===== config.mk =====
export PLATFORM = sky130hd
export DESIGN_NAME = mul_fdc
export DESIGN_NICKNAME = d
export VERILOG_FILES = /design/src/rtl/mul_fdc.sv
export SDC_FILE = /design/constraint.sdc
export NUM_CORES = 2
export LEC_CHECK = 0
export CAP_MARGIN = 20
export CORE_ASPECT_RATIO = 2
export CORE_MARGIN = 2
export CORE_UTILIZATION = 40
export CTS_BUF_LIST = sky130_fd_sc_hd__clkbuf_4 sky130_fd_sc_hd__clkbuf_8 sky130_fd_sc_hd__clkbuf_16
export CTS_CLUSTER_DIAMETER = 80
export DETAILED_ROUTE_END_ITERATION = 8
export MAX_ROUTING_LAYER = met4
export PLACE_DENSITY = 0.6
export SLEW_MARGIN = 20
export SYNTH_ARGS = -nofsm -noshare
export SYNTH_HDL_FRONTEND = slang
export SYNTH_SLANG_ARGS = --single-unit

===== constraint.sdc =====
create_clock -name clk_fs -period 7.7 [get_ports clk_fs]
set_input_delay 1.155 -clock clk_fs [delete_from_list [all_inputs] [get_ports clk_fs]]
set_output_delay 1.155 -clock clk_fs [all_outputs]
set_load 0.01 [all_outputs]

===== src/rtl/mul_fdc.sv =====
// mul_fdc: complex NCO mixer (multiply by exp(-j*theta)) followed by a
// 4-sample boxcar decimator. One sample per clk_fs; outputs at fs/4.
//
// Output handshake: out_valid is a one-cycle strobe with no ready. It is high
// in exactly the cycle where Iout/Qout hold a newly computed value. Between
// strobes the outputs keep their last value. A consumer must take the data in
// the strobe cycle, because the block never stalls.
module mul_fdc #(
  parameter int BW  = 12,
  parameter int ABW = 10
) (
  input  logic                  clk_fs,
  input  logic                  rstb,
  input  logic signed [BW-1:0]  Iin,
  input  logic signed [BW-1:0]  Qin,
  input  logic        [ABW-1:0] Wif,
  output logic signed [BW-1:0]  Iout,
  output logic signed [BW-1:0]  Qout,
  output logic                  out_valid
);

  localparam int QN = 2**(ABW-2);   // quarter-wave table entries
  localparam int PW = 2*BW;         // product width
  localparam int SW = 2*BW+1;       // mixer sum width
  localparam int AW = BW+2;         // decimator accumulator width

  localparam logic signed [BW-1:0] AMAX = BW'(2**(BW-1)-1);
  localparam logic signed [BW-1:0] AMIN = BW'(-(2**(BW-1)));
  localparam logic signed [SW-1:0] SMAX = SW'(2**(BW-1)-1);
  localparam logic signed [SW-1:0] SMIN = SW'(-(2**(BW-1)));

  // Quarter-wave sine entry, rounded to nearest. Only evaluated at elaboration.
  function automatic logic signed [BW-1:0] rom_value(input int k);
    real a;
    a = real'(2**(BW-1)-1) * $sin(2.0 * 3.14159265358979323846 * real'(k) / real'(4*QN));
    return BW'($rtoi(a + 0.5));
  endfunction

  // Scale a mixer sum back to BW bits: floor shift, then clamp.
  function automatic logic signed [BW-1:0] scale_sat(input logic signed [SW-1:0] v);
    logic signed [SW-1:0] s;
    s = v >>> (BW-1);
    if (s > SMAX)      return AMAX;
    else if (s < SMIN) return AMIN;
    else               return s[BW-1:0];
  endfunction

  // Constant quarter-wave table; the peak at index QN is supplied by the folding logic.
  logic signed [BW-1:0] rom [QN];
  for (genvar k = 0; k < QN; k++) begin : g_rom
    localparam logic signed [BW-1:0] V = rom_value(k);
    assign rom[k] = V;
  end

  // ---------------- Stage 0: capture and NCO ----------------
  logic [ABW-1:0]       phase;
  logic [ABW-1:0]       s0_p;
  logic signed [BW-1:0] s0_i, s0_q;
  logic                 s0_v;

  // Capture the sample together with the phase it is mixed with, then advance the NCO.
  always_ff @(posedge clk_fs or negedge rstb) begin
    if (!rstb) begin
      phase <= '0;
      s0_p  <= '0;
      s0_i  <= '0;
      s0_q  <= '0;
      s0_v  <= 1'b0;
    end else begin
      s0_p  <= phase;
      s0_i  <= Iin;
      s0_q  <= Qin;
      phase <= phase + Wif;
      s0_v  <= 1'b1;
    end
  end

  // ---------------- Stage 1: cos/sin lookup ----------------
  logic [1:0]           quad;
  logic [ABW-3:0]       idx;
  logic [ABW-3:0]       idx_c;
  logic signed [BW-1:0] mag_a, mag_b, cos_w, sin_w;

  // Fold the phase into one quadrant: mag_a = T(idx), mag_b = T(QN-idx), T(QN) = peak.
  always_comb begin
    quad  = s0_p[ABW-1:ABW-2];
    idx   = s0_p[ABW-3:0];
    idx_c = (ABW-2)'(0) - idx;
    mag_a = rom[idx];
    mag_b = (idx == '0) ? AMAX : rom[idx_c];
    sin_w = mag_a;
    cos_w = mag_b;
    case (quad)
      2'd0: begin sin_w = mag_a;  cos_w = mag_b;  end
      2'd1: begin sin_w = mag_b;  cos_w = -mag_a; end
      2'd2: begin sin_w = -mag_a; cos_w = -mag_b; end
      default: begin sin_w = -mag_b; cos_w = mag_a; end
    endcase
  end

  logic signed [BW-1:0] s1_i, s1_q, s1_cos, s1_sin;
  logic                 s1_v;

  // Register the looked-up oscillator values alongside the delayed sample.
  always_ff @(posedge clk_fs or negedge rstb) begin
    if (!rstb) begin
      s1_i   <= '0;
      s1_q   <= '0;
      s1_cos <= '0;
      s1_sin <= '0;
      s1_v   <= 1'b0;
    end else begin
      s1_i   <= s0_i;
      s1_q   <= s0_q;
      s1_cos <= cos_w;
      s1_sin <= sin_w;
      s1_v   <= s0_v;
    end
  end

  // ---------------- Stage 2: products ----------------
  logic signed [PW-1:0] p_ic, p_qs, p_qc, p_is;
  logic                 s2_v;

  // Four full-precision products of the complex multiply.
  always_ff @(posedge clk_fs or negedge rstb) begin
    if (!rstb) begin
      p_ic <= '0;
      p_qs <= '0;
      p_qc <= '0;
      p_is <= '0;
      s2_v <= 1'b0;
    end else begin
      p_ic <= s1_i * s1_cos;
      p_qs <= s1_q * s1_sin;
      p_qc <= s1_q * s1_cos;
      p_is <= s1_i * s1_sin;
      s2_v <= s1_v;
    end
  end

  // ---------------- Stage 3: sum, scale, saturate ----------------
  logic signed [SW-1:0] sum_i, sum_q;
  assign sum_i = SW'(p_ic) + SW'(p_qs);
  assign sum_q = SW'(p_qc) - SW'(p_is);

  logic signed [BW-1:0] m_i, m_q;
  logic                 m_v;

  // Mixer output register; m_v marks samples that came from real input.
  always_ff @(posedge clk_fs or negedge rstb) begin
    if (!rstb) begin
      m_i <= '0;
      m_q <= '0;
      m_v <= 1'b0;
    end else begin
      m_i <= scale_sat(sum_i);
      m_q <= scale_sat(sum_q);
      m_v <= s2_v;
    end
  end

  // ---------------- Decimator ----------------
  logic [1:0]           cnt;
  logic signed [AW-1:0] acc_i, acc_q, tot_i, tot_q;

  assign tot_i = acc_i + AW'(m_i);
  assign tot_q = acc_q + AW'(m_q);

  // Sum four mixer samples; on the fourth, publish sum/4 (floor) and restart.
  always_ff @(posedge clk_fs or negedge rstb) begin
    if (!rstb) begin
      cnt       <= '0;
      acc_i     <= '0;
      acc_q     <= '0;
      Iout      <= '0;
      Qout      <= '0;
      out_valid <= 1'b0;
    end else begin
      out_valid <= 1'b0;
      if (m_v) begin
        cnt <= cnt + 2'd1;
        if (cnt == 2'd3) begin
          Iout      <= tot_i[AW-1:2];
          Qout      <= tot_q[AW-1:2];
          out_valid <= 1'b1;
          acc_i     <= '0;
          acc_q     <= '0;
        end else begin
          acc_i <= tot_i;
          acc_q <= tot_q;
        end
      end
    end
  end

endmodule


* Word level (Yosys, flattened, before mapping)
Memory sizes are Yosys's and may differ from the RTL's.
Cells that the tools add are included.
** Storage, ports and cells
- Output and inout port bits :: 25
- Register bits :: 271
- Input bits :: 36
- Memories :: 2
- ROM bits :: 6144
** Operators by class
- Equality and inequality tests :: 3
- Mux-type cells :: 15
- $lt $le $gt $ge :: 6
- Bitwise operators :: 2
- Add/sub/neg operators :: 9
- Reductions and logical operators :: 3
- $mul :: 4
** Memories
- (no name shown) :: words 256, bits a word 12, rd ports 1, clocked after Yosys merged registers in 0, wr ports 0, RTL line 90 : mag_b = (idx == '0) ? AMAX : rom[idx_c];
- (no name shown) :: words 256, bits a word 12, rd ports 1, clocked after Yosys merged registers in 0, wr ports 0, RTL line 89 : mag_a = rom[idx];
** Operators with widths (count)
- 12-bit two-way mux :: 9
- 12-bit by 12-bit multiplier with 24-bit output :: 4
- 12-bit case mux with 3 select lines :: 2
- 14-bit by 12-bit adder with 14-bit output :: 2
- 14-bit by 12-bit greater-than comparator with 1-bit output, second input constant :: 2
- 14-bit by 12-bit less-than comparator with 1-bit output, second input constant :: 2
- 14-bit two-way mux :: 2
- 24-bit by 24-bit adder with 25-bit output :: 1
- 24-bit by 24-bit subtractor with 25-bit output :: 1
- 12-bit negator :: 2
- 9-bit greater-or-equal comparator, second input constant :: 2
- 8-bit NOT with 9-bit output :: 2
- 10-bit adder :: 1
- 8-bit zero test :: 1
- 1-bit by 8-bit subtractor with 8-bit output, first input constant :: 1
- 2-bit == test, second input constant :: 2
- 2-bit by 1-bit adder with 2-bit output, second input constant :: 1
- 2-bit by 1-bit == test with 1-bit output, second input constant :: 1
- 2-bit zero test :: 1
- 1-bit two-way mux :: 2
- 2-bit AND reduction :: 1

* Logic depth before layout (Yosys ltp)
- Depth in word-level cells :: 8
- Mapped depth :: 25
- Mapped depth without buffers :: 22

* Worst setup path after synthesis
Ideal clock, no wire load.
- Path type :: register to register
- Start point :: register s1_q[11]
- End point :: register p_qc[23]
- Stages on the path, launching flop included :: 22
- Path slack :: 2.185 ns
- Data arrival time :: 5.435 ns
- Buffers on the path :: 1
- Period minus slack after synthesis :: 5.515 ns
- Library setup time :: 0.080 ns
- Cells stage by stage :: dfrtp_1 -> clkbuf_1 -> nand2_1 -> inv_1 -> fa_1 -> inv_1 -> fa_1 -> fa_1 -> inv_1 -> fa_1 -> inv_1 -> fa_1 -> inv_1 -> ha_1 -> or2_2 -> a21oi_1 -> a211oi_1 -> o311a_1 -> o21a_1 -> o21a_1 -> o41ai_1 -> xnor2_1
** Between the ends
- Longest elaborated chain between the ends :: 1
** Ends and longest elaborated chain
- start, declared :: RTL line 101 : logic signed [BW-1:0] s1_i, s1_q, s1_cos, s1_sin;
- start signal, assigned :: RTL line 114 : s1_q <= s0_q;
- 12-bit by 12-bit multiplier with 24-bit output :: RTL line 136 : p_qc <= s1_q * s1_cos;
- end signal, assigned :: RTL line 136
- end, declared :: RTL line 122 : logic signed [PW-1:0] p_ic, p_qs, p_qc, p_is;
Every way passes these cells.
A chain may end at the register's enable or synchronous reset.

* Worst setup path in the final report
- Start point :: register s1_cos[3]
- End point :: register p_qc[23]
** Between the ends
- Longest elaborated chain between the ends :: 1
** Ends and longest elaborated chain
- start, declared :: RTL line 101
- start signal, assigned :: RTL line 115 : s1_cos <= cos_w;
- 12-bit by 12-bit multiplier with 24-bit output :: RTL line 136
Every way passes these cells.

==> summary by stage <==
Status
The flow ran to the end, and the final reports show no timing, DRC or antenna violations.

STA
The max-slew violation count is 0. Setup repair after global routing left no endpoint under its margin. The final cycle utilization of the critical path is 83.3%. The transition at the pin with the smallest max-transition slack is 1.11 ns. In the post-route analysis, the smallest setup slack over all paths is 1.29 ns. The maximum frequency from static timing analysis is 0.156 GHz. The number of hold violations in the final report was 0. The final number of setup-violating endpoints is 0.

The setup clock skew after layout is 0.0152 ns. Headroom to the max-slew limit came out at 23.9%. The final critical-path required period is 6.41 ns.

The sum of negative setup slack is 0 ns.

Global route
The initial antenna violation count is 2. The residual overflow from global routing is 0. The maximum number of pins on one net before global-route repair is 147. The global-route wire length before repair is 194000 microns. Global routing used 26.0% of the available tracks.

The via count of the first global-routing pass is 33900.

Die
In this run the core area contains 163 standard-cell rows. The die span in y is 449 microns. The total area inside the core boundary comes to 0.0985 sq mm. The area of the die is 0.102 sq mm. In this run the count of I/O pins placed on the die edge is 61.

The die is 227 microns wide. The initial cell density of the core is 40.3%.

Clock network
TritonCTS built the clock tree. The CTS root buffer is clkbuf_16. The number of cells upsized or downsized after cts is 0. The buffer count from post-CTS setup fixing is 0. The number of buffers inserted by hold repair at cts is 0. The number of clock buffers added by TritonCTS is 36. At the later pin of the worst-skew pair, clock insertion delay measures 0.59 ns. The maximum number of buffers from clock root to sink is 3.

The maximum level of the CTS H-tree is 2. Clock tree synthesis found a total of 271 sinks. The CTS clock-pin slew for the worst setup and hold paths is 0.07 ns.

Cells and area
Summing all non-filler instances in the final layout gives an area of 0.0427 sq mm. The area occupied by multi-input gates is 0.0290 sq mm. The final-stage net count is 5295. After filler insertion, the fill cell instance count of the layout stands at 9717. Compared with the post-synthesis result, the final layout area differs by 7.62%. The share of cells above drive strength 1 is 5.83%.

The total area of sequential cells is 0.00679 sq mm.

Drt
In this run, the number of DRC markers left after iteration 0 of detailed routing was 2115. The via count is 31800. The first-pass iteration count of the detailed router is 6. Wire segments on met2 add up to 68100 microns in the final route. After detailed routing, the number of vias per cell comes to 5.55. In the routed design, unresolved DRC markers number 0. The routed length per placed instance is 21.9 microns.

In this run the top signal layer used is met4. The detail route stage leaves a number of antenna-violating nets equal to 0. The met3 wirelength from detailed routing is 5270 microns. In the final routing, the length of wire on met1 measures 39300 microns. The detailed-route wire length is 125000 microns.

Flow run
Across the run, the number of max-cap violations was 0.

Yosys
The most used flip-flop cell after synthesis is dfrtp_1. Counting flops with a built-in enable in the synthesized netlist gives 0. The number of nets in the synthesized netlist is 5361. The number of distinct library cell variants in the gate-level netlist after synthesis is 113. For this run, asynchronously set or reset flops after synthesis account for 100%.

Sequential elements use 17.1% of the synthesized area. After technology mapping, the gate count stands at 4447. After synthesis the cells add up to 0.0397 sq mm.

The post-synthesis register bit count is 271. During synthesis, Yosys emitted a total of 0 warnings. After synthesis, the mean cell area works out to 8.92 sq um.

Worst setup path
Counting cells, the worst reg-to-reg path comes to 20. The last element of the critical path is p_qc[23]. The largest individual stage delay along the critical path comes from the cell dfrtp_1. In this run the critical register-to-register path is captured at p_qc[23]. The critical path starts at s1_cos[3].

Data on the critical path is required at its endpoint by 8.21 ns. The sort of element at the end of the critical path is a flop. The setup slack of the worst register-to-register path is 1.29 ns. The peak per-stage delay on the critical path is 1.01 ns. The type of the setup path with the least slack is flop to flop. The data arrival time of the critical path is 6.92 ns. The startpoint of the most critical register-to-register path is s1_cos[3]. The most repeated library cell on the critical path is fa_1.

In this run the worst path has a maximum fanout of 24. The startpoint type of the worst setup path is a flop. Walking the worst path, the cells encountered are nand2_1 -> fa_1 -> inv_1 -> ha_1 -> fa_1 -> inv_1 -> fa_1 -> fa_1 -> inv_1 -> ha_1 -> nor2b_1 -> o21ai_0 -> a21boi_0 -> o21ai_0 -> a211oi_1 -> o311a_1 -> o21a_1 -> o21a_1 -> o41ai_1 -> xnor2_1.

Place
Summing all placed instances gives a cell area of 0.0415 sq mm. The pre-CTS setup slack is 1.33 ns. The number of I/O port buffers is 60. The detailed-placement wirelength estimate is 98500 microns.

The routability congestion estimate is 1.06.

Worst hold path
The worst hold-check path type is flop to flop.
[final cells by class]
cell class / count / area share [%]
multi-input combinational: 3183 / 67.9
sequential: 271 / 15.9
inverter: 742 / 6.52
tap: 1320 / 3.87
timing repair buffer: 147 / 2.98
clock buffer: 46 / 2.38
clock inverter: 18 / 0.437
antenna: 2 / 0.0117
[kinds of logic after synthesis]
logic type	count (synthesis)	share of synthesized area, %
buffers and inverters	993	9.90
adders and majority gates	878	38.2
AOI/OAI and AO/OA	788	13.6
and+or+nand+nor	1319	16.3
muxes	44	1.43
xor gates and xnor gates	153	3.45
DFF	271	17.1
other	1	0.00945
[critical path, delay by kind of cell (launching register included)]
kind                     cells  cell delay [ns]
AO/OA/AOI/OAI                8             2.15
XOR/XNOR                     1             0.16
adder cells (fa/ha/maj)      6             2.51
buffers and inverters        3             0.14
flip-flops                   1             1.01
AND/OR/NAND/NOR              2             0.33
[per-layer routing]
metal | vias to the layer above | track usage (%)
met3 | 489 | 3.06
met5 | - | -
li1 | 14300 | -
met4 | 0 | 20.7
met1 | 16000 | 23.9
met2 | 1047 | 47.4
[cell usage after synthesis (18+ instances only)]
library cell / instances / area share, %
nand3_1: 58 / 0.73
a21oi_1: 159 / 2.0
buf_4: 29 / 0.55
a21o_1: 38 / 0.72
fa_1: 557 / 28
o31ai_1: 25 / 0.47
a31oi_1: 26 / 0.41
o21ai_0: 170 / 2.1
or3_1: 37 / 0.58
or2_2: 18 / 0.28
nor3_1: 78 / 0.98
clkbuf_1: 158 / 1.5
nand2_1: 526 / 5.0
nor2_1: 206 / 1.9
o211ai_1: 39 / 0.74
mux2i_1: 27 / 0.68
dfrtp_1: 271 / 17
inv_1: 733 / 6.9
nor2b_1: 46 / 0.73
xnor2_1: 113 / 2.5
o22ai_1: 29 / 0.46
xor2_1: 36 / 0.79
ha_1: 321 / 10
a311oi_1: 21 / 0.46
nand2b_1: 56 / 0.88
a211oi_1: 53 / 1.0
and2_1: 195 / 3.1
o21a_1: 18 / 0.34
buf_2: 44 / 0.55
[stage by stage]
| step | instances | util, % | hold slack (ns) |
|---|---|---|---|
| after floorplan | 4447 | - | 0.331 |
| after global placement | 5663 | 42.1 | 0.332 |
| after detailed placement | 5663 | 42.1 | 0.336 |
| after CTS | 5727 | 43.3 | 0.335 |
| after global routing | 5729 | 43.4 | 0.335 |
| final | 5729 | 43.4 | 0.335 |
[flip-flops by register name, indices dropped and copies added, names as in the netlist, 2 cells and up]
register / cells
Iout: 12
Qout: 12
acc_i: 14
acc_q: 14
cnt: 2
m_i: 12
m_q: 12
p_ic: 24
p_is: 24
p_qc: 24
p_qs: 24
phase: 10
s0_i: 12
s0_p: 10
s0_q: 12
s1_cos: 12
s1_i: 12
s1_q: 12
s1_sin: 12
[cell usage in the layout, fill, tap and decap left out, types with 18 or more instances in the layout]
master             n
inv_1            733
fa_1             557
nand2_1          525
ha_1             319
dfrtp_1          268
nor2_1           206
and2_1           195
o21ai_0          170
a21oi_1          159
xnor2_1          113
buf_4             86
nor3_1            78
clkdlybuf4s50_1   59
nand3_1           58
nand2b_1          56
a211oi_1          53
nor2b_1           46
o211ai_1          39
a21o_1            38
or3_1             37
clkbuf_16         37
xor2_1            36
o22ai_1           29
mux2i_1           27
o31ai_1           25
a31oi_1           25
a311oi_1          21
or2_2             18
o21a_1            18
[worst min-delay path by stage]
stage | from | to | depth (start not counted)
2_1_floorplan | s2_v | m_v | 0
3_3_place_gp | s0_i[8] | s1_i[8] | 0
3_5_place_dp | s0_q[10] | s1_q[10] | 0
4_1_cts | s0_q[9] | s1_q[9] | 0
5_1_grt | s0_q[9] | s1_q[9] | 0
6_report | s0_q[9] | s1_q[9] | 0
Power is not shown: default switching activity piles up to over one toggle a cycle in this logic, so the estimate is an artifact.
